$ cat src/rtl/five_behave.sv
// -----------------------------------------------------------------------------
// five_behave
//
// Registered unsigned adder with carry and magnitude-compare flags.
// Every rising clock edge samples a 3-bit operand A and a 4-bit operand B.
// One edge later the block presents their widened sum, a carry flag and an
// A > B flag. All three outputs come from the same sample.
//
// Ports
//   clk    in   1   system clock, rising-edge active
//   rst_n  in   1   asynchronous active-low reset; clears all outputs at once
//   A      in   3   unsigned operand, 0..7
//   B      in   4   unsigned operand, 0..15
//   C      out  5   registered sum A + B, 0..22
//   C1     out  1   registered carry out of a 4-bit add (sum >= 16)
//   C2     out  1   registered unsigned compare flag, A > B
// -----------------------------------------------------------------------------
module five_behave (
   input  logic       clk,
   input  logic       rst_n,
   input  logic [2:0] A,
   input  logic [3:0] B,
   output logic [4:0] C,
   output logic       C1,
   output logic       C2
);

   // Both operands are zero-extended to the sum width. The largest result,
   // 7 + 15 = 22, fits in 5 bits, so the add never wraps.
   logic [4:0] a_ext;
   logic [4:0] b_ext;
   logic [4:0] sum_next;
   logic       carry_next;
   logic       gt_next;

   logic [4:0] sum_reg;
   logic       carry_reg;
   logic       gt_reg;

   always_comb begin
      a_ext      = {2'b00, A};
      b_ext      = {1'b0, B};
      sum_next   = a_ext + b_ext;
      // Bit 4 of the widened sum is the carry out of a 4-bit add.
      carry_next = sum_next[4];
      // Equality gives 0. Comparing at 5 bits keeps both sides unsigned
      // and the same width.
      gt_next    = (a_ext > b_ext);
   end

   // The three results share one register stage. This keeps C, C1 and C2
   // consistent with each other. It also leaves no combinational path from
   // the inputs to any output.
   always_ff @(posedge clk or negedge rst_n) begin
      if (!rst_n) begin
         sum_reg   <= 5'd0;
         carry_reg <= 1'b0;
         gt_reg    <= 1'b0;
      end else begin
         sum_reg   <= sum_next;
         carry_reg <= carry_next;
         gt_reg    <= gt_next;
      end
   end

   assign C  = sum_reg;
   assign C1 = carry_reg;
   assign C2 = gt_reg;

endmodule

$ cat config.mk
export PLATFORM = sky130hd
export DESIGN_NAME = five_behave
export DESIGN_NICKNAME = d
export VERILOG_FILES = /design/src/rtl/five_behave.sv
export SDC_FILE = /design/constraint.sdc
export NUM_CORES = 1
export LEC_CHECK = 0
export CELL_PAD_IN_SITES_DETAIL_PLACEMENT = 1
export CELL_PAD_IN_SITES_GLOBAL_PLACEMENT = 2
export CORE_MARGIN = 1
export CORE_UTILIZATION = 24
export CTS_BUF_LIST = sky130_fd_sc_hd__clkbuf_8
export DETAILED_ROUTE_END_ITERATION = 12
export GPL_TIMING_DRIVEN = 0
export PLACE_DENSITY_LB_ADDON = 0.1
export SYNTH_ARGS = -nofsm -noshare
export SYNTH_HDL_FRONTEND = slang
export SYNTH_SLANG_ARGS = --single-unit
export TNS_END_PERCENT = 30
$ cat constraint.sdc
create_clock -name clk -period 0.8 [get_ports clk]
set_input_delay 0.08 -clock clk [delete_from_list [all_inputs] [get_ports clk]]
set_output_delay 0.08 -clock clk [all_outputs]
set_load 0.05 [all_outputs]
[Word level (Yosys, flattened, before mapping)]
Cells that the tools add are included.
Operators by class
  $add $sub $neg: 1
  magnitude comparators: 1
Operators by type and width (count)
  adder 3 x 4 -> 5 bit: 1
  > comparator 3 x 4 -> 1 bit: 1
Word-level totals
  flip-flop bits (word level): 7
  output and inout bits: 7

[Logic depth before layout (Yosys ltp)]
Gate-level depths: netlist of the first run.
  word-level depth: 1
  depth in mapped cells: 5
  gate-level depth less buffers: 5

[Worst setup path before layout of the first run]
OpenSTA, ideal clock, no wires.
  path type: input -> register
  from: in B[1]
  to: reg gt_reg, in the netlist C2
  arrival: 860 ps
  setup slack: -179 ps
  stages on the path: 5
  path through: inv_1 ha_1 nor2b_1 o21a_1 o21a_1
Between the ends
  word-level cells in the longest chain between the ends: 1
RTL lines
  start, declared: RTL line 22  | input logic [3:0] B,
  > comparator 3 x 4 -> 1 bit: RTL line 48  | gt_next = (a_ext > b_ext);
  via gt_next: RTL line 34  | logic gt_next;
  end signal, assigned: RTL line 62  | gt_reg <= gt_next;
  end, declared: RTL line 38  | logic gt_reg;
The timed path passes the listed nets, and every way through them passes these cells.

==> summary.md, run 1 <==
| Metric | Value |
|---|---|
| Min-delay worst type | `input port to asynchronous set/reset pin` |
| Die area | `roughly 0.0017 sq mm` |
| Largest net degree at the start of global routing | `7` |
| Total gr overflow | `0` |
| Cts bufs inserted | `3` |
| Synthesized instance count | `32` |
| Cell Area, Synth | `approximately 360 sq um` |
| GRT Total Usage | `a little over a tenth` |
| CORE AREA | `~0.0014 sq mm` |
| Relative slew margins | `roughly 83%` |
| Share of total power in sequential cells | `approximately 28%` |
| Final core utilization | `~48%` |
| Sw Pwr | `412 uW` |
| Final setup fails | `7` |
| Worst Path Max Fanout | `2` |
| Status | `complete, but fails checks` |
| Inst Count DP | `62` |
| Leak pwr | `~0.00031 uW` |
| CTS tree | `yes` |
| Failing checks | `negative setup slack` |
| Final worst slack | `-0.147 ns` |
| Post-synthesis average cell area | `~11 sq um` |
| Vias in the first global route | `around 280` |
| Clk network pwr share | `between 30% and 40%` |
| Die Wd | `41.0 um` |
| Port buffer count | `15` |
| Setup_tns | `-0.363 ns` |
| CTS Buffer Depth | `2` |
| Hold Fails Final Rpt | `0` |
| Worst EP required | `roughly 0.72 ns` |
| Share of cells above drive strength 1 | `58.5%` |
| Post-synthesis sequential area ratio | `around two fifths` |
| Row cnt | `13` |
| Vias per cell | `4.40` |
| Tmin final | `0.947 ns` |
| Initial DRC count | `0` |
| Final Wtd Congestion | `~0.72` |
| Initial Util | `between 20 and 30%` |
| Critical path capture point type | `output port` |
| Hpwl dp | `approximately 650 um` |
| Max-cap violations | `0` |
| Detailed-route via count | `299` |
| CTS sink cnt | `6` |
| H-tree depth | `1` |
| Number of synthesized register bits | `6` |
| Internal | `a little under 900 uW` |
| Yosys cell types | `13` |
| Pwr Density | `about 2000 mW/mm^2` |
| Arrival time worst endpoint | `around 0.87 ns` |
| Yosys warns | `0` |
| Crit share post-route | `118%` |
| I/O Pins | `16` |
| Setup repair after global routing missed its margin | `yes` |
| Worst-path clk slew | `roughly 0.040 ns` |
| Clock root buffer | `clkbuf_8` |
| Worst setup SP type | `flip-flop` |
| Ant diodes | `0` |
| Nets | `70` |
| Initial antenna violation count | `0` |
| Combinational fraction of design power | `a little over a third` |
| Routed Antenna Nets | `0` |
| Global-route wire length before repair | `1150 um` |
| Sw frac | `between 30 and 40%` |
| Worst Tran Pin Value | `0.260 ns` |
| Layout area overhead | `78.4%` |
| Routed WL | `~850 um` |
| Peak VDD IR | `about 0.00066 V` |
| Syn Nets | `48` |
| Avg WL per Cell | `around 13 um` |
| Non-Filler Instances | `68` |
| WS Path Type | `flip-flop to output port` |
| Hold_buf cts | `0` |
| FMAX | `~1.1 GHz` |
| Max-slew violations | `0` |
| Die H | `41.0 um` |
| Post-route DRC violation count | `0` |
| Pre-antenna DRT Iters | `1` |
==> cells in the mapped netlist <==
cell type	instances	area share, %
fa_1	1	5.5
nor3b_2	1	3.4
dfrtp_1	6	41
inv_1	7	7.2
nor3_2	1	2.7
xor2_1	1	2.4
nor2b_1	2	3.4
ha_1	6	21
buf_4	1	2.1
a31oi_1	1	1.7
nor2_1	1	1.0
o21a_1	3	6.2
xnor2_1	1	2.4
==> kinds of logic after synthesis <==
group | synth area share, %
AO/OA/AOI/OAI | 7.90
XOR/XNOR | 4.81
adder cells (fa/ha/maj) | 26.1
AND/OR/NAND/NOR | 10.7
buffers and inverters | 9.28
flip-flops | 41.2
==> layout by cell type, fill, tap and decap left out, drive strengths merged, types with 2 or more instances in the layout <==
master,Yosys,final
dfrtp,6,6
ha,6,6
clkbuf,0,3
inv,7,8
o21a,3,3
buf,1,16
nor2b,2,2
clkdlybuf4s50,0,2
==> worst max path at each step <==
stage	depth (start not counted)	startpoint	slack, ns	to
6_report	2	C1	-0.15	C[4]
5_1_grt	2	C1	-0.18	C[4]
2_1_floorplan	5	B[1]	-0.06	C2
3_3_place_gp	6	B[1]	-0.67	C2
3_5_place_dp	6	B[1]	-0.68	C2
4_1_cts	2	C1	-0.15	C[4]
==> sequential cells by signal (all words and copies together), names as in the netlist <==
register and cells:
C 4, C1 1, C2 1
==> per-stage QoR <==
| step | hold slack, ns | total power (uW) | instance area, sq um | worst slack [ns] |
|---|---|---|---|---|
| 2_1_floorplan | -0.216 | 616 | 408 | -0.0621 |
| 3_3_place_gp | 0.323 | 777 | 577 | -0.665 |
| 3_5_place_dp | 0.338 | 788 | 577 | -0.680 |
| 4_1_cts | 0.110 | 1260 | 607 | -0.149 |
| 5_1_grt | 0.112 | 1360 | 649 | -0.183 |
| 6_report | 0.0950 | 1280 | 649 | -0.147 |
==> power by group through the flow <==
stage          Combinational, uW  Clock [uW]  Sequential [uW]
5_1_grt                      489         509              366
6_report                     456         465              362
3_5_place_dp                 428           0              360
4_1_cts                      432         469              364
2_1_floorplan                121           0              495
3_3_place_gp                 421           0              356
==> worst max-delay path, cell delays in order (launching register included) <==
cell and delay [ns]:
dfrtp_2 0.40, buf_6 0.11, buf_8 0.14
==> final cells by class <==
cell class	count	area (sq um)
timing repair buffer	17	164
inverter	7	28.8
tap	15	18.8
multi-input combinational	18	230
fill	146	701
clock buffer	3	41.3
clock inverter	1	3.75
sequential	6	151
buffer	1	11.3
==> per-layer routing <==
metal  up-vias  part of all wire [%]  global-route usage [%]
li1        139                     -                       -
met1       147                    34                    11.6
met2        13                    59                    18.8
met3         0                   6.6                    3.26
met4         0                     0                    5.00
met5         -                     0                       0
==> what timing repair did <==
| action | in CTS | in global routing |
|---|---|---|
| endpoints found under the setup margin | 13 | 11 |
| buffers inserted | 0 | 2 |
| pin swaps | 5 | 3 |
| gates resized for setup | 76 | 7 |
Power figures use the tool's default switching activity.
==> run 2: changes to the inputs <==
HOLD_SLACK_MARGIN = 0.05   (was unset)
==> results of run 2 <==
No change in the layout: final DEF, timing and power equal those of run 1.
==> run 3: changes to the inputs <==
REMOVE_ABC_BUFFERS = 1   (was unset)
==> run 3 against run 2 <==
  * Non-clock buffer count is 1 lower
  * Sequential power hardly changed
  * Die area stayed put
  * Sequential cell count stayed put
  * Wire length is 13% lower
  * Sequential share of layout area is 0.31 points higher
  * Via count is 3.7% lower
  * Combinational power is 1% lower
  * Clock power is 6.2% lower
  * Global-route usage is 1.0 points higher
  * The run still ends with negative setup slack left
  * Worst hold slack better by 0.0082 ns
  * Critical path type unchanged
  * Highest routed layer unchanged
==> summary.md, run 3 (synthesized netlist as in run 1, its figures left out) <==
| Metric | Value |
|---|---|
| Status | `complete, but fails checks (unchanged)` |
| Failing checks | `negative setup slack (unchanged)` |
| FMAX | `1.19 GHz (was 1.06 GHz)` |
| Share of total power in sequential cells | `29.0% (was 28.2%)` |
| Final setup fails | `7 (unchanged)` |
| Clk network pwr share | `34.9% (was 36.2%)` |
| Internal | `859 uW (was 871 uW)` |
| DR WL met3 | `47 um (was 56 um)` |
| Hold Fails Final Rpt | `0 (unchanged)` |
| Detailed-route via count | `288 (was 299)` |
| Largest net degree at the start of global routing | `7 (unchanged)` |
| CTS tree | `yes (unchanged)` |
| Setup_tns | `-0.144 ns (was -0.363 ns)` |
| Vias per cell | `4.36 (was 4.40)` |
| CTS sink cnt | `6 (unchanged)` |
| Hold_buf cts | `0 (unchanged)` |
| Routed WL | `743 um (was 850 um)` |
| Peak VDD IR | `0.00120 V (was 0.000661 V)` |
| Fillers | `144 (was 146)` |
| I/O Pins | `16 (unchanged)` |
| DR top layer | `met3 (unchanged)` |
| Max-slew violations | `0 (unchanged)` |
| Avg WL per Cell | `11.3 um (was 12.5 um)` |
| Final instance area | `636 sq um (was 649 sq um)` |
| Worst slack at placement | `-0.779 ns (was -0.680 ns)` |
| Crit-path leading delay family | `flip-flops (unchanged)` |
| Relative slew margins | `82.1% (was 82.6%)` |
| CP cell instances | `buf_6 (was buf_6, buf_8)` |
| Worst EP required | `0.72 ns (about the same)` |
| Port buffer count | `15 (unchanged)` |
| Tmin final | `0.842 ns (was 0.947 ns)` |
| Worst Tran Pin Value | `0.267 ns (was 0.260 ns)` |
| Leak pwr | `0.000302 uW (was 0.000313 uW)` |
| Crit path largest cell delay | `0.39 ns (was 0.40 ns)` |
| CORE AREA | `0.00135 sq mm (unchanged)` |
| Placed instance area | `526 sq um (was 577 sq um)` |
| Initial antenna violation count | `0 (unchanged)` |
| H-tree depth | `1 (unchanged)` |
| Crit path from | `C1 (unchanged)` |
| Initial DRC count | `1 (was 0)` |
| Die H | `41.0 um (unchanged)` |
| Post-route DRC violation count | `0 (unchanged)` |
| WS Path Type | `flip-flop to output port (unchanged)` |
| Global-route wire length before repair | `1280 um (was 1150 um)` |
| Row cnt | `13 (unchanged)` |
| Share of cells above drive strength 1 | `58.8% (was 58.5%)` |
| Routed wl met2 | `397 um (was 501 um)` |
| Total gr overflow | `0 (unchanged)` |
| Sw Pwr | `389 uW (was 412 uW)` |
| Initial Util | `27.0% (unchanged)` |
| Combinational fraction of design power | `36.1% (was 35.5%)` |
| Setup repair after global routing missed its margin | `yes (unchanged)` |
| Die area | `0.00168 sq mm (unchanged)` |
| Worst path slowest cell | `dfrtp_1 (was dfrtp_2)` |
| CTS Buffer Depth | `2 (unchanged)` |
| Pwr Density | `1960 mW/mm^2 (was 1980 mW/mm^2)` |
| Final worst slack | `-0.0416 ns (was -0.147 ns)` |
| GRT Total Usage | `11.8% (was 10.7%)` |
| Clock root buffer | `clkbuf_8 (unchanged)` |
| Vias in the first global route | `312 (was 283)` |
| Layout area overhead | `74.6% (was 78.4%)` |
| Sw frac | `31.2% (was 32.1%)` |
| Final Wtd Congestion | `0.662 (was 0.723)` |
| Arrival time worst endpoint | `0.76 ns (was 0.87 ns)` |
| Crit share post-route | `105% (was 118%)` |
| Routed Antenna Nets | `0 (unchanged)` |
| CP bufs+invs | `1 (was 2)` |
| Worst-path clk slew | `0.04 ns (about the same)` |
| Max-cap violations | `0 (unchanged)` |
| Most common cell after layout, fill and taps aside | `buf_6 (unchanged)` |
| Ant diodes | `0 (unchanged)` |
| Min-delay worst type | `input port to asynchronous set/reset pin (unchanged)` |
| Critical path capture point type | `output port (unchanged)` |
| Cts bufs inserted | `3 (unchanged)` |
| Nets | `69 (was 70)` |
| Final core utilization | `47.1% (was 48.1%)` |
| Die Wd | `41.0 um (unchanged)` |
| Largest register FFs | `4 (unchanged)` |
| Most frequent cells in the layout | `7 x buf_6, 6 x dfrtp_1, 4 x inv_1, 4 x buf_4 (was 6 x buf_6, 5 x dfrtp_1, 5 x inv_1)` |
| Pre-antenna DRT Iters | `2 (was 1)` |
| DRT met1 WL | `298 um (was 292 um)` |
| Worst setup SP type | `flip-flop (unchanged)` |
| Total power | `1250 uW (was 1280 uW)` |
| Hpwl dp | `616 um (was 653 um)` |
| Worst Path Max Fanout | `2 (unchanged)` |
-- run 3: changes by cell type in the layout (fill, tap and decap cells not counted) --
cell,previous run,this run
buf_2,4,3
buf_4,3,4
buf_6,6,7
buf_8,3,1
dfrtp_1,5,6
dfrtp_2,1,0
inv_1,5,4
inv_4,1,0
inv_8,0,1
nor2b_1,1,0
nor2b_2,0,1
-- run 3: through the flow --
step	hold slack, ns	instances
after CTS	0.111	66
after floorplan	-0.216	31
after global placement	0.328	61
final	0.103	66
after global routing	0.118	66
after detailed placement	0.343	61
-- run 3: cell type report --
type,count,area (sq um),area share (%)
multi-input cells,18,233,36.6
flip-flops and latches,6,150,23.6
well taps,15,18.8,2.95
repair buffers,17,159,25.0
inverters,7,33.8,5.31
clock buffers,3,41.3,6.50
-- run 3: per-layer routing --
layer | track usage [%] | up-vias
met1 | 13.0 | 138
met5 | 0 | -
met4 | 0 | 0
met3 | 5.43 | 0
li1 | - | 139
met2 | 21.5 | 11
-- run 3: how the worst max path moves through the flow --
stage | to | slack [ns] | cells past startpoint
2_1_floorplan | C2 | -0.18 | 5
3_3_place_gp | C2 | -0.75 | 6
3_5_place_dp | C2 | -0.78 | 6
4_1_cts | C[4] | -0.05 | 1
5_1_grt | C1 | -0.07 | 1
6_report | C[4] | -0.04 | 1
-- run 3: what timing repair did --
item	4_1_cts	5_1_grt
gates resized for setup	89	3
setup buffers	2	0
pin swaps	8	3
setup endpoints to repair	13	11
-- run 3: power by group through the flow --
stage                     clock (uW)  sequential [uW]  combinational, uW
after detailed placement           0              358                396
after global placement             0              355                391
after floorplan                    0              507               86.8
after CTS                        451              363                450
final                            436              362                450
after global routing             479              366                487
